--- config.mk ---
export PLATFORM = sky130hd
export DESIGN_NAME = midi_msg_parser_flat
export DESIGN_NICKNAME = d
export VERILOG_FILES = /design/src/rtl/midi_msg_parser_if.sv /design/src/rtl/midi_msg_parser.sv /design/src/flat_wrapper.sv
export SDC_FILE = /design/constraint.sdc
export NUM_CORES = 1
export LEC_CHECK = 0
export ABC_AREA = 1
export CAP_MARGIN = 20
export CORE_UTILIZATION = 36
export DETAILED_ROUTE_END_ITERATION = 7
export GPL_TIMING_DRIVEN = 0
export PLACE_DENSITY = 0.55
export SETUP_SLACK_MARGIN = 0.3
export SLEW_MARGIN = 20
export SYNTH_ARGS = -nofsm -noshare
export SYNTH_HDL_FRONTEND = slang
export SYNTH_SLANG_ARGS = --single-unit
--- constraint.sdc ---
create_clock -name CLK -period 1.47 [get_ports CLK]
set_clock_uncertainty 0.05 [all_clocks]
set_input_delay 0.2205 -clock CLK [delete_from_list [all_inputs] [get_ports CLK]]
set_output_delay 0.2205 -clock CLK [all_outputs]
set_load 0.005 [all_outputs]
--- src/rtl/midi_msg_parser_if.sv ---
// MIDI parser bus: received-byte input side and decoded-message output side.
//   RX_DATA/RX_VALID       : byte stream from the UART receiver
//   MSG_VALID + fields     : decoded channel message strobe
//   RT_VALID/RT_BYTE       : real-time byte passthrough
//   ERR                    : timeout / aborted-message strobe
// master = byte source and message consumer, slave = the parser.
interface midi_msg_parser_if;
    logic [7:0] RX_DATA;
    logic       RX_VALID;
    logic       MSG_VALID;
    logic [3:0] CH_MESSAGE;
    logic [3:0] CHAN;
    logic [6:0] DATA1;
    logic [6:0] DATA2;
    logic       RT_VALID;
    logic [7:0] RT_BYTE;
    logic       ERR;

    modport master (
        output RX_DATA, RX_VALID,
        input  MSG_VALID, CH_MESSAGE, CHAN, DATA1, DATA2, RT_VALID, RT_BYTE, ERR
    );

    modport slave (
        input  RX_DATA, RX_VALID,
        output MSG_VALID, CH_MESSAGE, CHAN, DATA1, DATA2, RT_VALID, RT_BYTE, ERR
    );
endinterface

--- src/rtl/midi_msg_parser.sv ---
// MIDI byte-stream parser with running status, channel filtering, real-time
// passthrough, SysEx skipping and an inter-byte timeout.
// Ports:
//   CLK : system clock
//   RES : synchronous active-high reset
//   bus : midi_msg_parser_if.slave (byte input, message/RT/ERR outputs)
// All outputs are registered; strobes appear one cycle after the byte.
module midi_msg_parser #(
    parameter logic [15:0] CHAN_MASK      = 16'hFFFF,
    parameter bit          RUNNING_STATUS = 1'b1,
    parameter bit          VEL0_IS_OFF    = 1'b1,
    parameter logic [23:0] TIMEOUT        = 24'd500000
) (
    input  logic                  CLK,
    input  logic                  RES,
    midi_msg_parser_if.slave      bus
);

    typedef enum logic [1:0] {
        IDLE    = 2'd0,
        WAIT_D1 = 2'd1,
        WAIT_D2 = 2'd2,
        SYSEX   = 2'd3
    } state_t;

    state_t      state_r, state_next_s;
    logic [7:0]  rs_r, rs_next_s;
    logic        rs_valid_r, rs_valid_next_s;
    logic [6:0]  d1_r, d1_next_s;
    logic [23:0] cnt_r, cnt_next_s;

    logic        rx_rt_s, rx_byte_s, take_d1_s;
    logic        emit_s, accept_s, err_s, rt_s;
    logic [6:0]  emit_d1_s, emit_d2_s;
    logic [3:0]  emit_cmd_s;

    // Program change (C) and channel pressure (D) carry a single data byte.
    function automatic logic one_data_byte(input logic [3:0] nib);
        return (nib == 4'hC) || (nib == 4'hD);
    endfunction

    assign rx_rt_s   = bus.RX_VALID && (bus.RX_DATA[7:3] == 5'b11111);
    assign rx_byte_s = bus.RX_VALID && !rx_rt_s;

    // Next-state, running-status, data and timeout-counter decisions.
    always_comb begin
        state_next_s    = state_r;
        rs_next_s       = rs_r;
        rs_valid_next_s = rs_valid_r;
        d1_next_s       = d1_r;
        cnt_next_s      = cnt_r;
        take_d1_s       = 1'b0;
        emit_s          = 1'b0;
        emit_d1_s       = d1_r;
        emit_d2_s       = 7'd0;
        err_s           = 1'b0;
        rt_s            = rx_rt_s;

        if (rx_byte_s) begin
            cnt_next_s = 24'd0;
            if (bus.RX_DATA[7] == 1'b0) begin
                case (state_r)
                    IDLE: begin
                        if (RUNNING_STATUS && rs_valid_r) begin
                            take_d1_s = 1'b1;
                        end else begin
                            take_d1_s = 1'b0;
                        end
                    end
                    WAIT_D1: take_d1_s = 1'b1;
                    WAIT_D2: begin
                        emit_s       = 1'b1;
                        emit_d2_s    = bus.RX_DATA[6:0];
                        state_next_s = IDLE;
                    end
                    SYSEX:   state_next_s = SYSEX;
                    default: state_next_s = IDLE;
                endcase
            end else if (bus.RX_DATA[7:4] != 4'hF) begin
                // New channel status aborts any message still being collected.
                rs_next_s       = bus.RX_DATA;
                rs_valid_next_s = 1'b1;
                state_next_s    = WAIT_D1;
                err_s           = (state_r == WAIT_D1) || (state_r == WAIT_D2);
            end else if (bus.RX_DATA[3:0] == 4'h0) begin
                rs_valid_next_s = 1'b0;
                state_next_s    = SYSEX;
            end else begin
                rs_valid_next_s = 1'b0;
                state_next_s    = IDLE;
            end
        end else if ((state_r == WAIT_D1) || (state_r == WAIT_D2)) begin
            // Real-time bytes do not restart the inter-byte timer.
            if ((TIMEOUT != 24'd0) && (cnt_r == TIMEOUT)) begin
                state_next_s = IDLE;
                err_s        = 1'b1;
                cnt_next_s   = 24'd0;
            end else if (cnt_r != 24'hFFFFFF) begin
                cnt_next_s = cnt_r + 24'd1;
            end else begin
                cnt_next_s = cnt_r;
            end
        end else begin
            cnt_next_s = 24'd0;
        end

        if (take_d1_s) begin
            d1_next_s = bus.RX_DATA[6:0];
            if (one_data_byte(rs_r[7:4])) begin
                emit_s       = 1'b1;
                emit_d1_s    = bus.RX_DATA[6:0];
                state_next_s = IDLE;
            end else begin
                state_next_s = WAIT_D2;
            end
        end else begin
            d1_next_s = d1_next_s;
        end

        if (VEL0_IS_OFF && (rs_r[7:4] == 4'h9) && (emit_d2_s == 7'd0)) begin
            emit_cmd_s = 4'h8;
        end else begin
            emit_cmd_s = rs_r[7:4];
        end
        accept_s = emit_s && CHAN_MASK[rs_r[3:0]];
    end

    // FSM state and parser context registers.
    always_ff @(posedge CLK) begin
        if (RES) begin
            state_r    <= IDLE;
            rs_r       <= 8'h00;
            rs_valid_r <= 1'b0;
            d1_r       <= 7'd0;
            cnt_r      <= 24'd0;
        end else begin
            state_r    <= state_next_s;
            rs_r       <= rs_next_s;
            rs_valid_r <= rs_valid_next_s;
            d1_r       <= d1_next_s;
            cnt_r      <= cnt_next_s;
        end
    end

    // Registered outputs; message fields only change on an accepted message.
    always_ff @(posedge CLK) begin
        if (RES) begin
            bus.MSG_VALID  <= 1'b0;
            bus.CH_MESSAGE <= 4'h0;
            bus.CHAN       <= 4'h0;
            bus.DATA1      <= 7'd0;
            bus.DATA2      <= 7'd0;
            bus.RT_VALID   <= 1'b0;
            bus.RT_BYTE    <= 8'h00;
            bus.ERR        <= 1'b0;
        end else begin
            bus.MSG_VALID <= accept_s;
            if (accept_s) begin
                bus.CH_MESSAGE <= emit_cmd_s;
                bus.CHAN       <= rs_r[3:0];
                bus.DATA1      <= emit_d1_s;
                bus.DATA2      <= emit_d2_s;
            end
            bus.RT_VALID <= rt_s;
            if (rt_s) begin
                bus.RT_BYTE <= bus.RX_DATA;
            end
            bus.ERR <= err_s;
        end
    end

endmodule

--- src/flat_wrapper.sv ---
// flat-port wrapper written by rule: the top's interface ports become plain ports
module midi_msg_parser_flat 
#(
    parameter logic [15:0] CHAN_MASK      = 16'hFFFF,
    parameter bit          RUNNING_STATUS = 1'b1,
    parameter bit          VEL0_IS_OFF    = 1'b1,
    parameter logic [23:0] TIMEOUT        = 24'd500000
)
  (CLK, RES, bus_RX_DATA, bus_RX_VALID, bus_MSG_VALID, bus_CH_MESSAGE, bus_CHAN, bus_DATA1, bus_DATA2, bus_RT_VALID, bus_RT_BYTE, bus_ERR);
  midi_msg_parser_if bus_i ();
  input  logic CLK;
  input  logic RES;
  input wire logic [$bits(bus_i.RX_DATA)-1:0] bus_RX_DATA;
  input wire logic [$bits(bus_i.RX_VALID)-1:0] bus_RX_VALID;
  output wire logic [$bits(bus_i.MSG_VALID)-1:0] bus_MSG_VALID;
  output wire logic [$bits(bus_i.CH_MESSAGE)-1:0] bus_CH_MESSAGE;
  output wire logic [$bits(bus_i.CHAN)-1:0] bus_CHAN;
  output wire logic [$bits(bus_i.DATA1)-1:0] bus_DATA1;
  output wire logic [$bits(bus_i.DATA2)-1:0] bus_DATA2;
  output wire logic [$bits(bus_i.RT_VALID)-1:0] bus_RT_VALID;
  output wire logic [$bits(bus_i.RT_BYTE)-1:0] bus_RT_BYTE;
  output wire logic [$bits(bus_i.ERR)-1:0] bus_ERR;
  assign bus_i.RX_DATA = bus_RX_DATA;
  assign bus_i.RX_VALID = bus_RX_VALID;
  assign bus_MSG_VALID = bus_i.MSG_VALID;
  assign bus_CH_MESSAGE = bus_i.CH_MESSAGE;
  assign bus_CHAN = bus_i.CHAN;
  assign bus_DATA1 = bus_i.DATA1;
  assign bus_DATA2 = bus_i.DATA2;
  assign bus_RT_VALID = bus_i.RT_VALID;
  assign bus_RT_BYTE = bus_i.RT_BYTE;
  assign bus_ERR = bus_i.ERR;
  midi_msg_parser #(.CHAN_MASK(CHAN_MASK), .RUNNING_STATUS(RUNNING_STATUS), .VEL0_IS_OFF(VEL0_IS_OFF), .TIMEOUT(TIMEOUT)) u_core (.CLK(CLK), .RES(RES), .bus(bus_i));
endmodule
* Yosys cells after proc, flatten, opt, wreduce, memory -nomap -nowiden
Memories as Yosys holds them, arrays and structs flattened. A register that Yosys moved wholly into a read port is not among the register bits. Index checks and enable logic that the tools add are counted.
Storage, ports and cells: bits of input ports 11, memory bits (read-only) 16, output and inout bits 33, bits in registers 75, logic and storage cells 77, memories 1
Memory list:
- (no name shown) | depth 16, width 1, rd ports 1, clocked after Yosys merged registers in 1, wr ports 0, RTL line midi_msg_parser.sv:125 | accept_s = emit_s && CHAN_MASK[rs_r[3:0]];
Cells by class: bitwise logic cells 1, equality and inequality tests 11, magnitude comparators 1, reductions and logical operators 16, add/subtract/negate cells 1, multiplexer cells 33
Operator list (number):
- $mux W7 | 5
- $add A24 B1 Y24 const B | 1
- $eq A24 B19 Y1 const B | 1
- $ne A24 B24 Y1 const B | 1
- $mux W2 | 8
- $mux W1 | 15
- $eq A4 B4 Y1 const B | 3
- $mux W4 | 3
- $logic_not A7 Y1 | 1
- $reduce_and A3 Y1 | 2
- $reduce_bool A3 Y1 | 2
- $eq A5 B5 Y1 const B | 1
- $lt A4 B5 Y1 const B | 1
- $ne A5 B5 Y1 const B | 1
- $eq A2 B2 Y1 const B | 2
- $logic_and A1 B1 Y1 | 4
- $logic_not A4 Y1 | 1
- $ne A4 B4 Y1 const B | 1
- $pmux W2 S2 | 1
- $reduce_or A4 Y1 | 1
- $eq A2 B1 Y1 const B | 1
- $logic_not A2 Y1 | 1
- $logic_or A1 B1 Y1 | 2
- $pmux W1 S2 | 1
- other kinds (3) | 3

* Longest topological paths before layout
Gate-level depths: netlist of the first run.
word-level depth 8, mapped depth 11, mapped depth without buffers 10

* Worst setup path before layout of the first run
Ideal clock, no wire load.
path type flip-flop to flip-flop, start point reg u_core.cnt_r[0], end point reg u_core.cnt_r[14], slack -0.156 ns, setup time 0.120 ns, clock period less this slack 1.626 ns, data required time 1.300 ns, stages on the path, launching flop included 7, path buffers 0, arrival time 1.457 ns, cell sequence dfxtp_1 -> ha_1 -> nand2_2 -> nor3_1 -> nand3_1 -> xor2_1 -> a21oi_2
On the way: word-level cells in the longest chain between the ends 2, elaborated cells between the ends (all ways) 4, classes of those cells add/sub: 1; eq/ne: 2; reduce/logical: 1
RTL lines:
- start: declaration | RTL line midi_msg_parser.sv:30 | logic [23:0] cnt_r, cnt_next_s;
- start signal: assignment | RTL line midi_msg_parser.sv:141 | cnt_r <= cnt_next_s;
- branches (longest 2 deep; another with $add A24 B1 Y24)
Parallel ways; which one is timed is not known. A chain may end at the register's enable or synchronous reset.

* Worst setup path after layout of the first run
start point reg u_core.cnt_r[1], end point reg u_core.cnt_r[14]
Same word-level chain as after synthesis.

==> results.sh, run 1 <==
export IMPL_status="finished with violations"
export IMPL_violations="negative setup slack"
export IMPL_fin_ws_ns=-0.0962
export IMPL_first_pass_iters=4
export IMPL_use_met1_pct=29.6
export IMPL_portBuffers=41
export IMPL_grt_max_degree=14
export IMPL_drv_cap=0
export IMPL_fp_dieW_um=102
export IMPL_yosysWarnings=0
export IMPL_syn_avg_cell_area_um2=7.06
export IMPL_drc=0
export IMPL_drive_gt1_share_pct=44.8
export IMPL_gp_congestion=0.877
export IMPL_timing_hold_ws_ns=0.137
export IMPL_dp_slack_ns=-0.658
export IMPL_syn_cell_area_um2=3610
export IMPL_die_y_um=102
export IMPL_gr_usage_met2_pct=30.5
export IMPL_power_per_cell_area_nw_per_um2=746
export IMPL_rows=36
export IMPL_p_leak_nw=2.31
export IMPL_grt_pass1_wl_mm=16.1
export IMPL_overflow=0
export IMPL_syn_inst=512
export IMPL_routed_wl_mm=10.4
export IMPL_final_area_um2=5330
export IMPL_antenna_found_initial=0
export IMPL_cp_arrival_ns=1.76
export IMPL_tritoncts="built"
export IMPL_ioPinCount=44
export IMPL_synth_seq_cells=75
export IMPL_period_needed_ns=1.57
export IMPL_grt_pass1_vias=3167
export IMPL_timing_critical_path_buf_inv=1
export IMPL_tightest_slew_ns=0.412
export IMPL_ctsRootBufferMaster="clkbuf_8"
export IMPL_max_freq_mhz=638
export IMPL_critPathRequiredTime_ns=1.67
export IMPL_cts_made_buffers=9
export IMPL_cts_hold_buf=0
export IMPL_drtAntennaViolNets=0
export IMPL_track_usage_pct=20.2
export IMPL_wl_per_cell_um=14.0
export IMPL_synth_distinct_cells=33
export IMPL_diodes=0
export IMPL_ys_seq_area_share_pct=41.6
export IMPL_coreArea_um2=9730
export IMPL_syn2layout_area_growth_pct=47.6
export IMPL_drt_iter0_drc=145
export IMPL_cp_top_family="simple AND/OR/NAND/NOR gates"
export IMPL_nets=623
export IMPL_setup_viol=36
export IMPL_busiest_layer="met2"
export IMPL_clock_latency_ns=0.35
export IMPL_use_met3_pct=2.60
export IMPL_syn_nets=529
export IMPL_viasPerCell=4.87
export IMPL_drv_slew=0
export IMPL_crit_fanout=4
export IMPL_final_period_utilization_pct=107
export IMPL_num_vias=3622
export IMPL_initial_core_util_pct=37.1
export IMPL_postPlaceCellArea_um2=4370
export IMPL_dpl_hpwl_mm=6.90
export IMPL_slew_headroom_pct=72.5
export IMPL_max_vdd_ir_drop_v=0.000413
export IMPL_cts_buffer_depth=2
export IMPL_cts_sinks=75
export IMPL_total_power_mw=3.98
export IMPL_worstSetupEndpointType="flop"
export IMPL_clk_pin_slew_worst_paths_ns=0.09
export IMPL_fp_dieArea_um2=10400
export IMPL_max_stage_delay_ns=0.39
export IMPL_finalHoldViolCount=0
export IMPL_cp_slowest_cell="dfxtp_4"
export IMPL_crit_chain="ha_4 -> nand2_4 -> buf_4 -> nor3_4 -> nand3_1 -> xor2_1 -> a21oi_2"
export IMPL_start_kind="flop"
export IMPL_crit_type="flop to flop"
export IMPL_min_path_type="input pin to flop"
export IMPL_rsz0062_at_grt="true"
export IMPL_final_util_pct=54.8
export IMPL_cts_max_level=3
[metrics by stage]
step / setup TNS (ns) / instances
6_report: -1.58 / 744
3_3_place_gp: -40.39 / 686
3_5_place_dp: -41.42 / 686
2_1_floorplan: 0 / 512
5_1_grt: -4.62 / 744
4_1_cts: -1.07 / 735
[sequential cells by signal (all words and copies together), names as in the netlist]
register / flops
u_core.bus.CHAN: 4
u_core.bus.CH_MESSAGE: 4
u_core.bus.DATA1: 7
u_core.bus.DATA2: 7
u_core.bus.ERR: 1
u_core.bus.MSG_VALID: 1
u_core.bus.RT_BYTE: 8
u_core.bus.RT_VALID: 1
u_core.cnt_r: 24
u_core.d1_r: 7
u_core.rs_r: 8
u_core.rs_valid_r: 1
u_core.state_r: 2
[cell usage after synthesis]
cell type	count	area [um^2]
nand3b_1	2	15.0
nand2_4	2	22.5
nor3_1	8	40.0
nor2_2	2	12.5
inv_1	52	195
a21oi_2	2	17.5
a21oi_1	42	210
clkinv_1	1	3.75
a21oi_4	1	16.3
nor4_2	1	12.5
xor2_1	6	52.6
nand2_1	105	394
buf_1	2	7.51
dfxtp_1	75	1500
o21ai_0	22	110
nand3_4	2	35.0
nor3_2	1	10.0
a31oi_1	4	25.0
clkinv_4	1	8.76
buf_4	3	22.5
nand2_2	5	31.3
nand3_1	48	240
inv_2	5	18.8
xnor2_1	4	35.0
clkbuf_1	5	18.8
nor2_4	3	33.8
ha_1	6	75.1
nand4_1	11	68.8
nor2_1	77	289
buf_2	3	15.0
o21ai_1	7	35.0
buf_6	3	33.8
or2_2	1	6.26
[layer usage]
metal	up-vias	wire length, um
met4	0	122
met2	84	4640
met1	1678	5170
met3	10	474
met5	-	0
li1	1850	-
[worst paths after layout]
| kind | depth (start not counted) | end | start | slack [ns] |
|---|---|---|---|---|
| worst max-delay path | 7 | u_core.cnt_r[14]$_SDFFE_PP0P_ | u_core.cnt_r[1]$_SDFFE_PP0P_ | -0.1 |
| worst min-delay path | 3 | u_core.d1_r[4]$_SDFFE_PP0P_ | bus_RX_DATA[4] | 0.14 |
| worst max register to register | 7 | u_core.cnt_r[14]$_SDFFE_PP0P_ | u_core.cnt_r[1]$_SDFFE_PP0P_ | -0.1 |
| worst min register to register | 2 | u_core.bus.RT_BYTE[1]$_SDFFE_PP0P_ | u_core.bus.RT_BYTE[1]$_SDFFE_PP0P_ | 0.40 |
[cell families after synthesis]
group,synth area share (%)
buffers and inverters,8.97
DFF,41.6
xor gates and xnor gates,2.42
AOI/OAI and AO/OA,11.5
and+or+nand+nor,33.5
adders and majority gates,2.08
[what timing repair did]
| action | in CTS | in global routing |
|---|---|---|
| buffers inserted | 28 | 8 |
| setup endpoints to repair | 108 | 93 |
| endpoints found under the hold margin | 0 | 0 |
| pin swaps | 28 | 30 |
| gates resized for setup | 202 | 95 |
| gates cloned | 5 | 1 |
[worst register-to-register path: cells and delay by family, from the launching register on]
family,cells,cell delay [ns]
adders and majority gates,1,0.16
AOI/OAI and AO/OA,1,0.07
xor gates and xnor gates,1,0.20
buffers and inverters,1,0.14
DFF,1,0.39
and+or+nand+nor,3,0.45
[final cells by class]
class	instances	area (um^2)
Timing Repair Buffer	82	714
Sequential cell	75	1580
Fill cell	932	4400
Timing Repair inverter	1	5.00
Inverter	59	262
Buffer	16	164
Multi-Input combinational cell	362	2270
Clock inverter	5	38.8
Tap cell	133	166
Clock buffer	11	131
[cells in the final DEF (no fill, tap or decap), types with 7 or more instances in the layout]
cell,Yosys,final
o21ai_1,7,12
o21ai_0,22,16
nand2_2,5,21
nand2_1,105,84
inv_1,52,43
clkbuf_8,0,9
dfxtp_2,0,45
inv_2,5,7
nand3_2,0,17
nor2_1,77,61
buf_2,3,13
nor2_2,2,12
dfxtp_1,75,24
nand4_1,11,11
nor2_4,3,9
nand3_1,48,29
a21oi_2,2,18
a21oi_1,42,25
buf_6,3,8
clkbuf_2,0,23
buf_4,3,27
[where the power goes]
group	internal (mW)	switching (mW)	total (mW)
Sequential	2.07	0.0341	2.10
Combinational	0.190	0.249	0.438
Clock	0.621	0.818	1.44
Total	2.88	1.10	3.98
Note: power is estimated with default switching activity, not from simulation.
==> run 2: changes to the inputs <==
- PLACE_DENSITY: 0.55 -> 0.53
- clock period: 1.47 -> 1.8 ns (I/O delays scaled with it)
==> run 2 against run 1 <==
The run now ends clean. Critical path depth up 1. Hold slack improved by 0.10 ns. Core utilization grew 0.98 points. Non-clock buffer count unchanged. Critical endpoint is now u_core.bus.DATA1[4]$_SDFFE_PP0P_. Highest routed layer unchanged.
==> results.sh, run 2 (synthesized netlist as in run 1, its figures left out) <==
export IMPL_crit_fanout=7
export IMPL_tritoncts="built"
export IMPL_final_common_cell="nand2_1"
export IMPL_initial_core_util_pct=37.1
export IMPL_crit_type="flop to flop"
export IMPL_viasPerCell=4.91
export IMPL_p_leak_nw=2.39
export IMPL_die_y_um=102
export IMPL_fin_ws_ns=0.192
export IMPL_period_needed_ns=1.61
export IMPL_portBuffers=41
export IMPL_antenna_found_initial=0
export IMPL_final_period_utilization_pct=89.3
export IMPL_grt_pass1_vias=3245
export IMPL_syn2layout_area_growth_pct=50.2
export IMPL_fp_dieW_um=102
export IMPL_drt_iter0_drc=211
export IMPL_slew_headroom_pct=67.5
export IMPL_ioPinCount=44
export IMPL_power_per_cell_area_nw_per_um2=666
export IMPL_seqCellArea_um2=1560
export IMPL_drv_cap=0
export IMPL_routed_wl_mm=10.9
export IMPL_cts_made_buffers=9
export IMPL_max_vdd_ir_drop_v=0.000452
export IMPL_grt_max_degree=16
export IMPL_num_vias=3657
export IMPL_coreArea_um2=9730
export IMPL_cts_hold_buf=0
export IMPL_rsz0062_at_grt="true"
export IMPL_cts_buffer_depth=2
export IMPL_dp_slack_ns=-0.358
export IMPL_wl_per_cell_um=14.6
export IMPL_clock_latency_ns=0.36
export IMPL_setup_viol=0
export IMPL_max_freq_mhz=622
export IMPL_largest_reg_flops=24
export IMPL_drc=0
export IMPL_gp_congestion=0.840
export IMPL_cts_max_level=3
export IMPL_status="complete, no violations"
export IMPL_min_path_type="input pin to flop"
export IMPL_finalHoldViolCount=0
export IMPL_drtAntennaViolNets=0
export IMPL_rows=36
export IMPL_n_fill_cell=931
export IMPL_diodes=0
export IMPL_first_pass_iters=5
export IMPL_critPathRequiredTime_ns=2.01
export IMPL_cts_sinks=75
export IMPL_layout_common_cells="nand2_1, nor2_1, inv_1, dfxtp_2, dfxtp_1"
export IMPL_top_regs="u_core.cnt_r: 24 flops, u_core.bus.RT_BYTE: 8 flops, u_core.rs_r: 8 flops"
export IMPL_overflow=0
export IMPL_fp_dieArea_um2=10400
export IMPL_dpl_hpwl_mm=7.04
export IMPL_worstSetupEndpointType="flop"
export IMPL_cp_arrival_ns=1.82
export IMPL_start_kind="flop"
export IMPL_grt_pass1_wl_mm=16.7
export IMPL_multiInputGateArea_um2=2290
export IMPL_drive_gt1_share_pct=37.1
export IMPL_track_usage_pct=21.1
export IMPL_regMostFlops="u_core.cnt_r"
export IMPL_ctsRootBufferMaster="clkbuf_8"
export IMPL_tightest_slew_ns=0.488
export IMPL_drv_slew=0
export IMPL_clk_pin_slew_worst_paths_ns=0.09
export IMPL_timing_hold_ws_ns=0.237
export IMPL_nets=624
## run 2: metal layers
metal,vias to the layer above,track usage [%],share of wire (%)
met5,-,0,0
met4,0,7.80,1.3
met3,12,2.80,3.4
met2,83,31.2,45
met1,1708,31.0,50
li1,1854,-,-
## run 2: where the power goes
| part | switching [mW] | leakage, nW | total (mW) | internal (mW) |
|---|---|---|---|---|
| logic | 0.214 | 1.64 | 0.367 | 0.153 |
| clock network | 0.723 | 0.116 | 1.53 | 0.806 |
| registers | 0.0256 | 0.628 | 1.72 | 1.69 |
| total | 0.963 | 2.39 | 3.61 | 2.65 |
## run 2: cell type report
type,instances,area share (%)
multi-input combinational,363,42.2
sequential,75,28.7
timing repair buffer,82,14.4
inverter,59,4.68
tap,133,3.07
buffer,16,2.70
clock buffer,9,2.28
clock inverter,7,1.91
timing repair inverter,1,0.0922
## run 2: repair_timing
action | 4_1_cts | 5_1_grt
pin swaps | 21 | 35
endpoints found under the setup margin | 105 | 75
buffers inserted | 22 | 14
gates cloned | 5 | 2
gates resized for setup | 132 | 108
## run 2: stage by stage
stage	instances	setup TNS [ns]	util [%]	power [mW]	area (um^2)
2_1_floorplan	512	0	-	1.90	3640
3_3_place_gp	686	-18.15	43.4	2.00	4220
3_5_place_dp	686	-17.62	43.4	2.00	4220
4_1_cts	729	0	50.5	3.56	4910
5_1_grt	745	0	55.8	3.75	5430
6_report	745	0	55.8	3.61	5430
## run 2: worst paths after layout
| kind | startpoint | to | slack, ns | depth (start not counted) |
|---|---|---|---|---|
| max | u_core.state_r[0]$_SDFFE_PP0P_ | u_core.bus.DATA1[4]$_SDFFE_PP0P_ | 0.19 | 8 |
| min | bus_RX_DATA[5] | u_core.bus.DATA1[5]$_SDFFE_PP0P_ | 0.24 | 3 |
| max reg2reg | u_core.state_r[0]$_SDFFE_PP0P_ | u_core.bus.DATA1[4]$_SDFFE_PP0P_ | 0.19 | 8 |
| min reg2reg | u_core.bus.RT_BYTE[5]$_SDFFE_PP0P_ | u_core.bus.RT_BYTE[5]$_SDFFE_PP0P_ | 0.40 | 2 |
## run 2: worst max-delay path, stage by stage, from the launching register on
cell,delay [ns]
dfxtp_2,0.38
buf_6,0.13
ha_4,0.13
a21oi_4,0.04
nor2_4,0.16
nand3_4,0.22
buf_8,0.23
o21ai_2,0.13
nor2_1,0.05
==> run 3: changes to the inputs <==
- CTS_BUF_LIST: default -> sky130_fd_sc_hd__clkbuf_4 sky130_fd_sc_hd__clkbuf_8 sky130_fd_sc_hd__clkbuf_16
==> results of run 3 <==
Final layout, timing and power as in run 2 (identical DEF).
